### src/rtl/store_commit_buffer_pkg.sv
// Shared types and constants for the post-retirement store commit buffer.
// Optional forwarding logic in the top is enabled by defining STORE_FWD_EN.
package store_commit_buffer_pkg;

    localparam int SB_ADDR_W = 32;
    localparam int SB_DATA_W = 32;
    localparam int SB_STRB_W = SB_DATA_W / 8;

    localparam logic [2:0] F3_SB = 3'b000;
    localparam logic [2:0] F3_SH = 3'b001;
    localparam logic [2:0] F3_SW = 3'b010;

    typedef struct packed {
        logic                 valid;
        logic [SB_ADDR_W-1:0] addr;
        logic [SB_DATA_W-1:0] data;
        logic [2:0]           funct3;
    } RETIRE_STORE_t;

    typedef struct packed {
        logic [SB_ADDR_W-1:0] addr;
        logic [SB_DATA_W-1:0] data;
        logic [SB_STRB_W-1:0] strb;
    } SB_ENTRY_t;

endpackage

### src/rtl/store_align.sv
// Combinational store lane alignment: replicates the store data across lanes
// and builds the byte strobe from the low address bits and funct3.
module store_align
    import store_commit_buffer_pkg::*;
(
    input  logic [1:0]           offset_i,
    input  logic [SB_DATA_W-1:0] data_i,
    input  logic [2:0]           funct3_i,
    output logic [SB_DATA_W-1:0] data_o,
    output logic [SB_STRB_W-1:0] strb_o
);

    always_comb begin
        // NOTE: every output gets a default before the case so no path leaves
        // it unassigned; otherwise synthesis would infer a latch.
        data_o = data_i;
        strb_o = '0;
        case (funct3_i)
            F3_SB: begin
                data_o = {SB_STRB_W{data_i[7:0]}};
                strb_o = 4'b0001 << offset_i;
            end
            F3_SH: begin
                data_o = {(SB_DATA_W/16){data_i[15:0]}};
                strb_o = 4'b0011 << {offset_i[1], 1'b0};
            end
            F3_SW: begin
                strb_o = '1;
            end
            default: begin
                // Unsupported size: enqueued as a no-op write with no bytes enabled.
                strb_o = '0;
            end
        endcase
    end

endmodule

### src/rtl/store_commit_buffer.sv
// In-order FIFO of committed stores draining to data memory via valid/ready.
// Define STORE_FWD_EN to build the store-to-load forwarding compare.
module store_commit_buffer
    import store_commit_buffer_pkg::*;
#(
    parameter int ADDR_WIDTH = SB_ADDR_W,
    parameter int DATA_WIDTH = SB_DATA_W,
    parameter int FIFO_DEPTH = 16
) (
    input  logic                    clk,
    input  logic                    rst_n,
    input  RETIRE_STORE_t           retire_store_pkg,
    output logic                    sb_full,
    output logic                    sb_empty,
    output logic                    overflow_err,
    output logic                    mem_req_valid,
    output logic [ADDR_WIDTH-1:0]   mem_req_addr,
    output logic [DATA_WIDTH-1:0]   mem_req_data,
    output logic [DATA_WIDTH/8-1:0] mem_req_strb,
    input  logic                    mem_req_ready,
    input  logic [ADDR_WIDTH-1:0]   ld_addr,
    output logic                    fwd_hit,
    output logic [DATA_WIDTH-1:0]   fwd_data,
    output logic [DATA_WIDTH/8-1:0] fwd_strb
);

    localparam int PTR_W = $clog2(FIFO_DEPTH) + 1;
    localparam int IDX_W = PTR_W - 1;

    logic [PTR_W-1:0] wr_ptr_q, wr_ptr_d;
    logic [PTR_W-1:0] rd_ptr_q, rd_ptr_d;
    logic             overflow_q, overflow_d;
    logic [PTR_W-1:0] count;
    logic             enq, deq;
    SB_ENTRY_t        mem_q [FIFO_DEPTH];
    SB_ENTRY_t        new_entry;
    SB_ENTRY_t        head;

    assign count    = wr_ptr_q - rd_ptr_q;
    assign sb_full  = (count == PTR_W'(FIFO_DEPTH));
    assign sb_empty = (count == '0);

    // A store arriving while full is dropped even if the head drains this cycle.
    assign enq = retire_store_pkg.valid && !sb_full;
    assign deq = !sb_empty && mem_req_ready;

    store_align u_align (
        .offset_i (retire_store_pkg.addr[1:0]),
        .data_i   (retire_store_pkg.data),
        .funct3_i (retire_store_pkg.funct3),
        .data_o   (new_entry.data),
        .strb_o   (new_entry.strb)
    );

    assign new_entry.addr = {retire_store_pkg.addr[SB_ADDR_W-1:2], 2'b00};

    always_comb begin
        wr_ptr_d   = wr_ptr_q;
        rd_ptr_d   = rd_ptr_q;
        overflow_d = overflow_q;
        if (enq) wr_ptr_d = wr_ptr_q + 1'b1;
        if (deq) rd_ptr_d = rd_ptr_q + 1'b1;
        if (retire_store_pkg.valid && sb_full) overflow_d = 1'b1;
    end

    always_ff @(posedge clk or negedge rst_n) begin
        if (!rst_n) begin
            wr_ptr_q   <= '0;
            rd_ptr_q   <= '0;
            overflow_q <= 1'b0;
        end else begin
            wr_ptr_q   <= wr_ptr_d;
            rd_ptr_q   <= rd_ptr_d;
            overflow_q <= overflow_d;
        end
    end

    // NOTE: the entry array is deliberately not reset; every read of it is
    // qualified by occupancy, so stale contents are never observable.
    always_ff @(posedge clk) begin
        if (enq) mem_q[wr_ptr_q[IDX_W-1:0]] <= new_entry;
    end

    assign overflow_err  = overflow_q;
    assign head          = mem_q[rd_ptr_q[IDX_W-1:0]];
    assign mem_req_valid = !sb_empty;
    assign mem_req_addr  = mem_req_valid ? head.addr : '0;
    assign mem_req_data  = mem_req_valid ? head.data : '0;
    assign mem_req_strb  = mem_req_valid ? head.strb : '0;

`ifdef STORE_FWD_EN
    logic [IDX_W-1:0] fwd_idx;
    logic             unused_ld_lo;

    assign unused_ld_lo = ^ld_addr[1:0];

    // Walk oldest to youngest so the last match, the youngest, wins.
    always_comb begin
        fwd_hit  = 1'b0;
        fwd_data = '0;
        fwd_strb = '0;
        fwd_idx  = '0;
        for (int k = 0; k < FIFO_DEPTH; k++) begin
            fwd_idx = rd_ptr_q[IDX_W-1:0] + IDX_W'(k);
            if ((PTR_W'(k) < count) &&
                (mem_q[fwd_idx].addr[ADDR_WIDTH-1:2] == ld_addr[ADDR_WIDTH-1:2])) begin
                fwd_hit  = 1'b1;
                fwd_data = mem_q[fwd_idx].data;
                fwd_strb = mem_q[fwd_idx].strb;
            end
        end
    end
`else
    logic unused_ld;

    assign unused_ld = ^ld_addr;
    assign fwd_hit   = 1'b0;
    assign fwd_data  = '0;
    assign fwd_strb  = '0;
`endif

endmodule

### config.mk
export PLATFORM = sky130hd
export DESIGN_NAME = store_commit_buffer
export DESIGN_NICKNAME = d
export VERILOG_FILES = /design/src/rtl/store_commit_buffer_pkg.sv /design/src/rtl/store_align.sv /design/src/rtl/store_commit_buffer.sv
export SDC_FILE = /design/constraint.sdc
export NUM_CORES = 1
export LEC_CHECK = 0
export CAP_MARGIN = 10
export CORE_MARGIN = 3
export CORE_UTILIZATION = 54
export DETAILED_ROUTE_END_ITERATION = 6
export GPL_ROUTABILITY_DRIVEN = 0
export PLACE_DENSITY = 0.81
export SYNTH_ARGS = -nofsm -noshare
export SYNTH_HDL_FRONTEND = slang
export SYNTH_SLANG_ARGS = --single-unit
### constraint.sdc
create_clock -name clk -period 7.5 [get_ports clk]
set_clock_uncertainty 0.2 [all_clocks]
set_input_delay 1.5 -clock clk [delete_from_list [all_inputs] [get_ports clk]]
set_output_delay 1.5 -clock clk [all_outputs]
set_load 0.02 [all_outputs]
# Word level (Yosys, flattened, before mapping)
# Memories as Yosys holds them, arrays and structs flattened.
# Cells that the tools add are included.
[word_totals]
inputBits = 103
wordCells = 26
mem_count = 1
regBits = 11
out_inout_bits = 109
mem_bits_rw = 1056
[op_classes]
n_eq_ne = 3
n_addsub = 3
reduce_logical = 7
mux = 7
shift = 2
[mem_list]
columns = ["memory", "depth", "word_bits", "rd", "rd_clocked_by_memory_dff", "write_ports", "line_no", "text"]
rows = [
  ["mem_q", 16, 66, 1, 0, 1, "store_commit_buffer.sv:35", "SB_ENTRY_t mem_q [FIFO_DEPTH];"],
]
[op_table]
columns = ["operator", "n"]
rows = [
  ["$mux 32", 2],
  ["$pmux 32 s2", 1],
  ["$pmux 4 s3", 1],
  ["$add 5x1->5 const B", 2],
  ["$eq 5x5->1 const B", 1],
  ["$logic_not 5->1", 1],
  ["$sub 5x5->5", 1],
  ["$mux 4", 1],
  ["$shl 1x2->4 const A", 1],
  ["$shl 2x2->4 const A", 1],
  ["$eq 3x1->1 const B", 1],
  ["$eq 3x2->1 const B", 1],
  ["$logic_and 1x1->1", 3],
  ["$logic_not 3->1", 1],
  ["$logic_not 1->1", 2],
  ["$mux 1", 2],
]

# Depth between registers and ports, before layout
[depth]
word_depth = 6
mapped_depth = 12
ltp_nobuf = 8

# Hierarchy
# A second synthesis with hierarchy kept.
[unflattened]
cells_unflattened = 2023
hier_area_um2 = 41946.5
[by_module_without_submodules]
columns = ["mod", "cells_per_inst", "n_inst", "seq_area_each_um2", "area_per_inst_um2"]
rows = [
  ["store_commit_buffer", 1957, 1, 31985.7, 41443.5],
  ["store_align", 66, 1, 0.0, 503.0],
]

# Worst setup path after synthesis
# OpenSTA, ideal clock, no wires.
[synth_timing]
path_kind = "reg-to-reg"
start = "register rd_ptr_q[1]"
end = "memory mem_q[3][0] (netlist bit), enable pin"
setup_ps = 571
setup_slack_ps = -52
n_path_buf = 4
required_ps = 6729
stages_incl_launch_ff = 13
t_arrival_ps = 6780
synth_period_minus_slack_ps = 7552
cell_sequence = "dfrtp_1 buf_2 buf_2 buf_1 inv_1 ha_1 or2_2 o22ai_1 xnor2_1 o41a_1 buf_2 nand2_1 nor3_1"
[synth_via]
elab_chain_len = 6
[synth_lines]
columns = ["item", "line_no", "text"]
rows = [
  ["start: declaration", "store_commit_buffer.sv:31", "logic [PTR_W-1:0] rd_ptr_q, rd_ptr_d;"],
  ["start signal: assignment", "store_commit_buffer.sv:73", "rd_ptr_q <= rd_ptr_d;"],
  ["$sub 5x5->5", "store_commit_buffer.sv:39", "assign count = wr_ptr_q - rd_ptr_q;"],
  ["$eq 5x5->1", "store_commit_buffer.sv:40", "assign sb_full = (count == PTR_W'(FIFO_DEPTH));"],
  ["$logic_not 1->1", "store_commit_buffer.sv:44", "assign enq = retire_store_pkg.valid && !sb_full;"],
  ["$logic_and 1x1->1", "store_commit_buffer.sv:44", ""],
  ["$mux 1", "store_commit_buffer.sv:81", "if (enq) mem_q[wr_ptr_q[IDX_W-1:0]] <= new_entry;"],
  ["$mux 1 (implied by the code)", "store_commit_buffer.sv:81", ""],
  ["end: declaration", "store_commit_buffer.sv:35", ""],
]
# No other way between the ends.

# Worst setup path in the final report
[layout_timing]
start = "register rd_ptr_q[2]"
end = "output mem_req_addr[23]"
[layout_via]
elab_chain_len = 3
elab_cells_between_ends = 4
classes_between = "add/sub (1); mux (1); reduce/logical (1); memory (1)"
[layout_lines]
columns = ["item", "line_no", "text"]
rows = [
  ["$sub 5x5->5", "store_commit_buffer.sv:39", ""],
  ["$logic_not 5->1", "store_commit_buffer.sv:41", "assign sb_empty = (count == '0);"],
  ["$mux 32 (*)", "store_commit_buffer.sv:87", "assign mem_req_addr = mem_req_valid ? head.addr : '0;"],
  ["end: declaration", "store_commit_buffer.sv:17", "output logic [ADDR_WIDTH-1:0] mem_req_addr,"],
]
# Every way passes the cells marked *; elsewhere a longest branch is shown, timed or not.

==> flow_summary.ini <==
[pwr]
p_sw_mw = 5.71
p_comb_frac = 0.336
p_leak_nw = 14.8
peakVddDrop_mv = 0.349
p_seq_frac = 0.407
power.internal_mw = 13.0
p_per_area_nw_per_um2 = 396
total_power_mw = 18.7
swShare = 0.305
clkPwrFrac = 0.257

[routing]
drc_errors = 0
post_drt_wl_per_cell_um = 30.9
vias = 19163
via_per_inst = 6.30
drt_iter0_markers = 2276
drt_wl_total_um = 94000
final_antenna_net_count = 0
firstDrtPassIters = 4

[setup_path]
critPathKind = reg2out
cp-endpoint = mem_req_addr[23]
crit_fanout = 57
reg2reg_from = rd_ptr_q[2]$_DFFE_PN0P_
critPathCaptureType = output port
reg2reg_slack_ns = 2.54
reg2reg_to = mem_q[12][15]$_DFFE_PP_
cp.arrival_ns = 4.58
crit_path_start = rd_ptr_q[2]$_DFFE_PN0P_
r2r_cells = 9
start_kind = register
required_ns = 5.80

[global_routing]
grtUsageMet1 = 0.327
grt_pass1_vias = 20327
grtUsageMet3 = 0.0368
grt_pass1_wl_um = 140000
grt_start_max_net_pins = 102
grt_use_total = 0.238
antenna_found_initial = 5
met2_usage = 0.404
grt_busiest_layer = met2
overflow = 0

[clock_network]
cts-htree-levels = 3
cts_tree = yes
clkTransAtPathRegs_ns = 0.06
cts_resized = 0
clockBufferDepth = 3
clk_latency_ns = 0.65
cts-hold-fix-buffers = 0
cts_setup_buffers = 0
clock-sinks = 1067
cts_buffers = 102
cts-root-buf = clkbuf_16

[cells_and_area]
synthToLayoutAreaGrowth_pct = 14.0
layout-drive-gt1-share = 0.276
fillCellCount = 4935
layout_common_cells = edfxtp_1 (1056), mux4_2 (330), clkdlybuf4s50_1 (140)
final_common_cell = edfxtp_1
nets = 2038
finish.utilization = 0.622

[timing]
finalSetupViolations = 0
hold_viol = 0
max_slew_margin = 0.157
tightest_slew_ns = 1.27
max_freq_ghz = 0.159
rsz0062_at_grt = no
fin_crit_sh = 0.838
tns_ns = 0
period_needed_ns = 6.28
finalMaxSlewViolations = 0

[yosys]
yosysWarnings = 0
ys_ff_latch = 1067
syn_area_um2 = 41500
yosysTopAreaCell = edfxtp_1
async_reset_ff_frac = 0.0103
synth-edff-count = 1056
ys_seq_area_frac = 0.770
yosysTopAreaCellShare = 0.763
syn_area_per_cell_um2 = 24.1
synth.distinct_cells = 34
synth_area_leaders = edfxtp_1 (76%), mux4_2 (18%), nor2b_1 (1.0%)
synth_ff_type = edfxtp_1
syn-instance-count = 1721

[flow_run]
drv_cap = 0

[die]
coreArea_um2 = 76100
fp.dieH_um = 283
rows = 101
num_io_pins = 212
die_area_um2 = 80300
start_util = 0.546
die_w_um = 283

[place]
io_buffers = 140
hpwlAfterDp_um = 46600

[run_status]
status = complete, no violations

[hold_path]
hold_class = reg2reg
-- sequential cells by signal (all words and copies together) (netlist names) --
signal,count
mem_q,1056
rd_ptr_q,5
wr_ptr_q,5
overflow_err,1
-- synthesized netlist by cell type (11+ instances only) --
cell and count:
clkbuf_1 44, nor2_1 24, dfrtp_1 11, nor2b_1 67, mux2_2 17, buf_4 47, buf_6 20, edfxtp_1 1056
a21oi_1 14, mux4_2 330
-- area by class of cell --
class                   count  area [um^2]  share of cell area
well taps                1030         1290              0.0272
inverters                   9         37.5            0.000793
repair buffers            191         1920              0.0406
diodes                      2         5.00            0.000106
flip-flops and latches   1067        32000               0.676
clock inverters            58          433             0.00914
clock buffers             129         2680              0.0565
multi-input cells         555         8990               0.190
-- worst max-delay path, stage by stage, from the launching register on --
cell             delay, ns
dfrtp_4               0.89
inv_1                 0.21
ha_1                  0.27
or2_2                 0.30
o22ai_1               0.24
xor2_1                0.24
o2111a_4              0.76
buf_4                 0.35
nor2b_1               0.08
clkdlybuf4s50_1       0.55
-- layer usage --
layer | part of all wire | vias to the layer above
li1 | - | 7664
met5 | 0.00013 | -
met4 | 0.024 | 2
met1 | 0.37 | 10210
met3 | 0.084 | 168
met2 | 0.52 | 1119
-- through the flow --
stage          cell area (um^2)  hold slack (ns)  worst slack (ns)  instances
6_report                  47300            0.258              1.22       3041
3_5_place_dp              44100            0.252              1.79       2842
3_3_place_gp              44100            0.265              1.84       2842
4_1_cts                   47200            0.266              1.05       3029
2_1_floorplan             41700            0.260              1.72       1759
5_1_grt                   47300            0.279             0.960       3039
-- worst min path at each step --
stage                        startpoint                       end  slack, ns  cells after the start
5_1_grt        overflow_err$_DFFE_PN0P_  overflow_err$_DFFE_PN0P_       0.28                      1
4_1_cts        overflow_err$_DFFE_PN0P_  overflow_err$_DFFE_PN0P_       0.27                      1
6_report       overflow_err$_DFFE_PN0P_  overflow_err$_DFFE_PN0P_       0.26                      1
3_5_place_dp   overflow_err$_DFFE_PN0P_  overflow_err$_DFFE_PN0P_       0.25                      1
2_1_floorplan   rd_ptr_q[4]$_DFFE_PN0P_   rd_ptr_q[4]$_DFFE_PN0P_       0.26                      1
3_3_place_gp   overflow_err$_DFFE_PN0P_  overflow_err$_DFFE_PN0P_       0.26                      1
-- power by group through the flow --
stage | clock network [mW] | logic (mW) | registers [mW]
after floorplan | 0 | 4.39 | 7.51
after global placement | 0 | 6.25 | 7.67
after detailed placement | 0 | 6.33 | 7.74
after CTS | 4.88 | 6.41 | 7.64
after global routing | 5.11 | 6.68 | 7.68
final | 4.81 | 6.29 | 7.63
-- cells by family (layout without fill, tap and decap cells) --
logic type	count (synthesis)	after routing	synth area share
AOI/OAI and AO/OA	23	23	0.00328
xor gates and xnor gates	12	12	0.00253
adders and majority gates	9	9	0.00271
buffers and inverters	137	387	0.0205
DFF	1067	1067	0.770
muxes	355	355	0.185
other	1	41	0.0000903
and+or+nand+nor	117	117	0.0157
Power figures use the tool's default switching activity.
